$ cat config.mk
export PLATFORM = sky130hd
export DESIGN_NAME = vu_frame_ctrl
export DESIGN_NICKNAME = d
export VERILOG_FILES = /design/src/rtl/vu_pkg.sv /design/src/rtl/vu_band_update.sv /design/src/rtl/vu_frame_ctrl.sv
export SDC_FILE = /design/constraint.sdc
export NUM_CORES = 2
export LEC_CHECK = 0
export CORE_ASPECT_RATIO = 0.7
export CORE_MARGIN = 5
export CORE_UTILIZATION = 60
export DETAILED_ROUTE_END_ITERATION = 8
export GPL_ROUTABILITY_DRIVEN = 0
export PLACE_DENSITY = 0.92
export SYNTH_ARGS = -nofsm -noshare
export SYNTH_HDL_FRONTEND = slang
export SYNTH_SLANG_ARGS = --single-unit
$ cat constraint.sdc
create_clock -name clk -period 75.7 [get_ports clk]
set_clock_uncertainty 0.2 [all_clocks]
set_input_delay 11.355 -clock clk [delete_from_list [all_inputs] [get_ports clk]]
set_output_delay 11.355 -clock clk [all_outputs]
set_load 0.1 [all_outputs]
$ cat src/rtl/vu_pkg.sv
// Shared sizes, FSM state type and saturating arithmetic for the VU meter frame scheduler.
package vu_pkg;
    localparam int NUM_BANDS = 16;
    localparam int LEVEL_W   = 8;
    localparam int BAR_W     = NUM_BANDS * LEVEL_W;
    localparam int HCNT_W    = 6;
    localparam int IDX_W     = $clog2(NUM_BANDS);

    typedef enum logic {
        ACCUM,
        COMMIT
    } state_t;

    function automatic logic [LEVEL_W-1:0] sat0(input logic [LEVEL_W-1:0] a,
                                                input logic [LEVEL_W-1:0] b);
        return (a > b) ? (a - b) : '0;
    endfunction
endpackage

$ cat src/rtl/vu_band_update.sv
// Per-band frame update: decays the bar towards the frame peak and runs the peak-hold timer.
module vu_band_update
    import vu_pkg::*;
#(
    parameter logic [LEVEL_W-1:0] DECAY_STEP  = 8'd4,
    parameter logic [HCNT_W-1:0]  HOLD_FRAMES = 6'd30
) (
    input  logic [LEVEL_W-1:0] frame_peak,
    input  logic [LEVEL_W-1:0] bar,
    input  logic [LEVEL_W-1:0] hold,
    input  logic [HCNT_W-1:0]  hcnt,
    output logic [LEVEL_W-1:0] bar_next,
    output logic [LEVEL_W-1:0] hold_next,
    output logic [HCNT_W-1:0]  hcnt_next
);
    logic [LEVEL_W-1:0] bar_decayed;

    always_comb begin
        bar_decayed = sat0(bar, DECAY_STEP);
        bar_next    = (frame_peak > bar_decayed) ? frame_peak : bar_decayed;
        hold_next   = hold;
        hcnt_next   = hcnt;
        if (bar_next >= hold) begin
            hold_next = bar_next;
            hcnt_next = HOLD_FRAMES;
        end else if (hcnt != '0) begin
            hcnt_next = hcnt - HCNT_W'(1);
        end else begin
            hold_next = sat0(hold, DECAY_STEP);
        end
    end
endmodule

$ cat src/rtl/vu_frame_ctrl.sv
// Frame-synchronous VU level scheduler: accumulates per-band peaks, commits
// decayed bars and peak-hold markers one band per cycle after each vsync edge.
module vu_frame_ctrl
    import vu_pkg::*;
#(
    parameter int   DECAY_STEP   = 4,
    parameter int   HOLD_FRAMES  = 30,
    parameter logic VSYNC_ACTIVE = 1'b0
) (
    input  logic               clk,
    input  logic               rst,
    input  logic               v_sync,
    input  logic               sample_valid,
    input  logic [3:0]         sample_band,
    input  logic [LEVEL_W-1:0] sample_level,
    output logic               sample_ready,
    output logic [BAR_W-1:0]   bar_data,
    output logic [BAR_W-1:0]   peak_data,
    output logic               bar_strobe,
    output logic               overrun
);
    state_t             state, state_next;
    logic [IDX_W-1:0]   idx;
    logic               vs_q;
    logic               sync_edge;
    logic               last_band;
    logic [LEVEL_W-1:0] frame_peak [NUM_BANDS];
    logic [LEVEL_W-1:0] bar_sh     [NUM_BANDS];
    logic [LEVEL_W-1:0] hold_sh    [NUM_BANDS];
    logic [HCNT_W-1:0]  hcnt       [NUM_BANDS];
    logic [LEVEL_W-1:0] bar_next, hold_next;
    logic [HCNT_W-1:0]  hcnt_next;
    logic [BAR_W-1:0]   bar_word, peak_word;

    assign sync_edge = (vs_q != VSYNC_ACTIVE) && (v_sync == VSYNC_ACTIVE);
    assign last_band = (idx == IDX_W'(NUM_BANDS - 1));

    vu_band_update #(
        .DECAY_STEP  (LEVEL_W'(DECAY_STEP)),
        .HOLD_FRAMES (HCNT_W'(HOLD_FRAMES))
    ) u_band_update (
        .frame_peak (frame_peak[idx]),
        .bar        (bar_sh[idx]),
        .hold       (hold_sh[idx]),
        .hcnt       (hcnt[idx]),
        .bar_next   (bar_next),
        .hold_next  (hold_next),
        .hcnt_next  (hcnt_next)
    );

    always_comb begin
        state_next = state;
        case (state)
            ACCUM:   if (sync_edge) state_next = COMMIT;
            COMMIT:  if (last_band) state_next = ACCUM;
            default: state_next = ACCUM;
        endcase
    end

    // The last band's fresh result is spliced in so it lands in the same word load as the shadows.
    always_comb begin
        bar_word  = '0;
        peak_word = '0;
        for (int b = 0; b < NUM_BANDS; b++) begin
            bar_word[b*LEVEL_W +: LEVEL_W]  = bar_sh[b];
            peak_word[b*LEVEL_W +: LEVEL_W] = hold_sh[b];
        end
        bar_word[(NUM_BANDS-1)*LEVEL_W +: LEVEL_W]  = bar_next;
        peak_word[(NUM_BANDS-1)*LEVEL_W +: LEVEL_W] = hold_next;
    end

    always_ff @(posedge clk or posedge rst) begin
        if (rst) begin
            state        <= ACCUM;
            idx          <= '0;
            vs_q         <= ~VSYNC_ACTIVE;
            sample_ready <= 1'b0;
            bar_data     <= '0;
            peak_data    <= '0;
            bar_strobe   <= 1'b0;
            overrun      <= 1'b0;
            for (int b = 0; b < NUM_BANDS; b++) begin
                frame_peak[b] <= '0;
                bar_sh[b]     <= '0;
                hold_sh[b]    <= '0;
                hcnt[b]       <= '0;
            end
        end else begin
            state      <= state_next;
            vs_q       <= v_sync;
            bar_strobe <= 1'b0;
            if (state == ACCUM) begin
                // A 4-bit band index always addresses one of the 16 bands.
                if (sample_valid && sample_ready && (sample_level > frame_peak[sample_band]))
                    frame_peak[sample_band] <= sample_level;
                idx          <= '0;
                sample_ready <= !sync_edge;
            end else begin
                if (sync_edge)
                    overrun <= 1'b1;
                bar_sh[idx]     <= bar_next;
                hold_sh[idx]    <= hold_next;
                hcnt[idx]       <= hcnt_next;
                frame_peak[idx] <= '0;
                idx             <= idx + IDX_W'(1);
                if (last_band) begin
                    bar_data     <= bar_word;
                    peak_data    <= peak_word;
                    bar_strobe   <= 1'b1;
                    sample_ready <= 1'b1;
                end
            end
        end
    end
endmodule

* After elaboration in Yosys (flattened, before gate mapping)
Cells that the tools add are included.
** Operators by class
- Equal/unequal tests :: 2
- Reductions and logical operators :: 10
- $lt $le $gt $ge :: 9
- Muxes and demuxes :: 42
- Bitwise logic cells :: 6
- Add/sub/neg operators :: 4
** Operators by type and width (count)
- bitwise mux 128 bit :: 3
- 2-to-1 mux 128 bit :: 2
- AND 128 bit :: 1
- binary-select mux 8 bit (select 4 bit) :: 4
- NOT 128 bit :: 1
- 2-to-1 mux 8 bit :: 15
- bitwise mux 96 bit :: 1
- demux 8 bit (select 4 bit) :: 2
- 2-to-1 mux 6 bit :: 5
- binary-select mux 6 bit (select 4 bit) :: 1
- demux 6 bit (select 4 bit) :: 1
- greater-than comparator 8 x 3 -> 1 bit (second input constant) :: 2
- greater-than comparator 8 bit :: 2
- subtractor 8 x 3 -> 8 bit (second input constant) :: 2
- >= comparator 5 bit (second input constant) :: 2
- < comparator 5 x 1 -> 1 bit (second input constant) :: 2
- NOT 4 -> 5 bit :: 2
- >= comparator 8 bit :: 1
- 2-to-1 mux 1 bit :: 6
- nonzero test 6 bit :: 1
- subtractor 6 x 1 -> 6 bit (second input constant) :: 1
- logical AND 1 bit :: 5
- adder 4 x 1 -> 4 bit (second input constant) :: 1
- == test 4 bit (second input constant) :: 1
- other kinds (7) :: 9
** Word-level totals
- Register bits after elaboration :: 745
- Output and inout bits :: 259

* Depth between registers and ports, before layout
- Depth in word-level cells :: 11
- Depth in mapped cells :: 33
- Gate-level depth less buffers :: 26

* Hierarchy
A second synthesis with hierarchy kept.
** Second synthesis, totals
- Cell total of the unflattened synthesis :: 3481
- Area, all modules :: 34707.0 um^2
** Modules (own cells, without submodules)
- vu_frame_ctrl :: cells an instance 3310, instances 1, seq. area each 18243.7 um^2, area each 33523.4 um^2
- vu_band_update :: cells an instance 171, instances 1, seq. area each 0.0 um^2, area each 1183.6 um^2

* Worst setup path after synthesis
Ideal clock, no wire load.
- Kind :: input to register
- Start point :: input port sample_band[0]
- End point :: register frame_peak[0] (netlist name)
- Setup slack :: 59.963 ns
- Buffers on the path :: 4
- Arrival time :: 15.457 ns
- Stages :: 16
- Cells stage by stage :: clkbuf_1 -> buf_1 -> mux4_2 -> mux4_2 -> inv_1 -> ha_1 -> nor2b_1 -> o21a_1 -> o21a_1 -> o21ai_0 -> a21oi_1 -> o211ai_1 -> clkbuf_1 -> or3_1 -> clkbuf_1 -> mux2i_1
** On the way
- Word-level cells in the longest chain between the ends :: 8
** Ends and longest elaborated chain
- start, declared :: line vu_frame_ctrl.sv:14 : input logic [3:0] sample_band,
- NOT 4 -> 5 bit (implied by the code) * :: line vu_frame_ctrl.sv:94, vu_frame_ctrl.sv:95
- parallel branches: the longest is 7 deep, another holds greater-than comparator 8 bit
- end signal, assigned by index :: line vu_frame_ctrl.sv:95 : frame_peak[sample_band] <= sample_level;
- end, declared :: line vu_frame_ctrl.sv:27 : logic [LEVEL_W-1:0] frame_peak [NUM_BANDS];
Every way passes the cells marked *. The select of a mux whose other input is x is not followed.
A chain may end at the register's enable or synchronous reset.

* Worst setup path after layout
- Start point :: input port sample_band[0]
- End point :: register frame_peak[59] (netlist name)
Same word-level chain as after synthesis.

==> impl_summary.txt <==
----------------------------------------------------
[Logic synthesis]
  Cell area after synthesis ... 33,400 µm²
  XOR/XNOR share of the synthesized area ... 0.00236
  Adder-cell share of the synthesized area ... 0.0124
  Top FF cell, synth ... dfrtp_1
  Synthesis-stage register bit count ... 729
  Sequential-to-total area share from yosys stat ... 0.546
  Synth cell types ... 68
  Ys Warns ... 0
  Number of instances in the synthesized netlist ... 3,193
  Total nets after synthesis ... 3,242
  Post-Synth Simple-Gate Area ... 0.164
  Avg Synthesized Cell Area ... 10.5 µm²
  Number of synthesized flops with an enable pin ... 0
  Compound-gate portion of the synthesized area ... 0.0839
  Synth async-reset ratio ... 1.00
  Multiplexer area fraction after synthesis ... 0.152
  Largest family of logic cells by synthesized area ... simple AND/OR/NAND/NOR gates

[Drt]
  Avg WL per Cell ... 25.9 µm
  Number of vias after detailed routing ... 27,600
  Routed wire length ... 107,000 µm
  Starting DRC count in detailed routing ... 4,573
  Drt pass-1 iters ... 7
  Remaining routing DRC violations ... 0
  ANT nets after route ... 0
  Via density per instance ... 6.70

[Clock tree]
  H-Tree Level Count ... 3
  Setup fix buffers added after clock tree synthesis ... 0
  Number of buffers created by CTS ... 68
  Number of clock sinks ... 729
  Clock input transition at the sequential cells of the worst setup and hold paths ... 0.06 ns
  Clock latency reported for the late side of the worst-skew pair ... 0.63 ns
  CTS Hold Bufs ... 0
  TritonCTS clock tree ... yes
  Clk root buf ... clkbuf_16
  Maximum buffer depth of the clock tree ... 3
  Gates resized, CTS repair ... 0

[Global routing]
  Vias in the first global route ... 27,800
  First-pass GRT wire length ... 165,000 µm
  Pin count of the biggest net entering global routing ... 182
  Number of antenna violations at the first check in global routing ... 7
  Combined global-route utilization of all metal layers ... 0.348
  Gr ovfl total ... 0

[Worst setup path]
  Critical Path End Type ... register
  Data required time at the worst endpoint ... 76.03 ns
  Arrival time of data at the critical path endpoint ... 16.57 ns
  WS Path Type ... in -> reg
  Maximum fanout along the worst path ... 36
  Critical Path Start Type ... primary input

[Run]
  Number of max-cap violations ... 0

[Outcome]
  Result of the run ... completed

[Floorplan]
  Core region area ... 55,100 µm²
  Width of the die ... 292 µm
  Die outline area ... 60,500 µm²
  Total number of placement rows ... 72
  Overall die height ... 207 µm
  Effective utilization at floorplan ... 0.606
  I/O Pins ... 275

[Place]
  Detailed placement HPWL ... 67,500 µm
  Count of buffers from port buffering ... 274
  Cell total after placement ... 4,002

[STA]
  Total count of hold-check failures in the final report ... 0
  Min Tclk post-route ... 16.24 ns
  Final worst-path cycle share ... 0.214
  Slew Limit Headroom ... 0.0930
  Total Negative Setup Slacks ... 0 ns
  Number of failing setup endpoints in the final timing report ... 0
  RSZ-0062 raised after global routing ... no
  Final Max Tran Viols ... 0
  Worst-margin pin slew ... 1.35 ns
  Maximum achievable frequency ... 61.6 MHz

[Final layout]
  Area added between synthesis and finish ... 15.8%
  Fillers ... 3,510
  Share of cells above drive strength 1 ... 0.114
  Number of non-filler instances in the completed layout ... 4,124
  Total number of nets in the final design ... 3,381

[Min path]
  Worst Hold Class ... reg -> reg

----------------------------------------------------
==> final timing paths <==
path | end | slack [ns] | startpoint | cells after the start
worst max-delay path | frame_peak[59] | 59.46 | sample_band[0] | 13
worst min-delay path | peak_data[57] | 0.27 | peak_data[57] | 2
worst max register to register | hold_sh[25] | 66.30 | idx[0] | 25
worst min register to register | peak_data[57] | 0.27 | peak_data[57] | 2
max in group asynchronous | hold_sh[77] | 61.81 | rst | 4
min in group asynchronous | bar_sh[19] | 11.07 | rst | 2
==> cell type report <==
type / count / area (µm²) / area share
Multi-Input combinational cell: 2166 / 13800 / 0.358
Antenna cell: 1 / 2.50 / 0.0000647
Clock buffer: 82 / 1790 / 0.0464
Sequential cell: 729 / 18300 / 0.472
Tap cell: 740 / 926 / 0.0239
Clock inverter: 39 / 564 / 0.0146
Timing Repair Buffer: 320 / 3110 / 0.0804
Inverter: 47 / 191 / 0.00495
==> cells in the mapped netlist (all sizes together), types with 4 or more instances <==
library cell | instances | area share
nor4 | 5 | 0.0021
dfrtp | 728 | 0.55
mux2i | 114 | 0.034
o211a | 5 | 0.0015
nor2 | 110 | 0.012
a311o | 4 | 0.0012
a21oi | 92 | 0.015
or3 | 4 | 0.00075
nor3 | 17 | 0.0025
a22oi | 14 | 0.0040
a221oi | 7 | 0.0024
o21ai | 288 | 0.043
a21o | 8 | 0.0018
ha | 33 | 0.012
nand2b | 6 | 0.0011
o311ai | 13 | 0.0034
clkbuf | 178 | 0.020
or4 | 16 | 0.0036
inv | 47 | 0.0053
buf | 73 | 0.014
nor2b | 5 | 0.00094
mux4 | 173 | 0.12
and2 | 12 | 0.0022
nand3 | 40 | 0.0061
xnor2 | 7 | 0.0018
a22o | 14 | 0.0037
o21a | 6 | 0.0013
or2 | 4 | 0.00075
nand4 | 7 | 0.0013
nand2 | 1133 | 0.13
==> routing by layer <==
| metal | share of wire | routed length, µm | GRT usage |
|---|---|---|---|
| met3 | 0.17 | 18200 | 0.177 |
| met5 | 0.00067 | 72 | 0 |
| met2 | 0.42 | 45100 | 0.489 |
| met1 | 0.35 | 37600 | 0.463 |
| met4 | 0.054 | 5790 | 0.141 |
==> state kept, by name, indices dropped and copies added (netlist names) <==
register and cells:
frame_peak 128, bar_sh 127, hold_sh 127, bar_data 121, peak_data 121, hcnt 96, idx 4, bar_strobe 1
overrun 1, sample_ready 1, state 1, vs_q 1
==> critical path, cell delays in order <==
cell,delay (ns)
buf_2,0.81
mux4_2,0.63
mux4_2,0.47
inv_1,0.07
ha_1,0.16
nor2b_1,0.16
o21a_1,0.15
o21a_1,0.11
o21ai_0,0.09
a21oi_1,0.32
o2111ai_1,0.65
nor3_1,1.27
mux2i_1,0.31
==> through the flow <==
step / utilization / instance area, µm² / hold slack [ns] / worst slack (ns)
2_1_floorplan: - / 33400 / 0.245 / 43.69
3_3_place_gp: 0.658 / 36300 / 0.248 / 59.42
3_5_place_dp: 0.658 / 36300 / 0.261 / 59.07
4_1_cts: 0.701 / 38700 / 0.277 / 59.65
5_1_grt: 0.701 / 38700 / 0.297 / 59.22
6_report: 0.701 / 38700 / 0.274 / 59.46
==> cells in the final DEF, fill, tap and decap left out, types with 5 or more instances in the layout <==
cell / n
nand2_1: 1130
dfrtp_1: 726
clkdlybuf4s50_1: 273
o21ai_0: 262
mux4_2: 173
mux2i_1: 113
nor2_1: 109
a21oi_1: 79
clkbuf_16: 68
buf_4: 44
nand3_1: 39
inv_1: 39
ha_1: 33
o21ai_1: 25
nor3_1: 17
or4_1: 16
clkinv_2: 15
a22o_1: 14
a21oi_2: 13
and2_1: 12
a22oi_1: 12
o311ai_0: 12
bufinv_16: 11
clkbuf_1: 10
a21o_1: 8
nand4_1: 7
xnor2_1: 7
nand2b_1: 6
o21a_1: 6
inv_2: 6
nor2b_1: 5
o211a_1: 5
inv_6: 5
==> logic make-up after synthesis <==
group	after synthesis
AOI/OAI and AO/OA	471
xor gates and xnor gates	9
adders and majority gates	33
buffers and inverters	298
DFF	729
muxes	289
and+or+nand+nor	1364
Power is not shown: default switching activity piles up to over one toggle a cycle in this logic, so the estimate is an artifact.
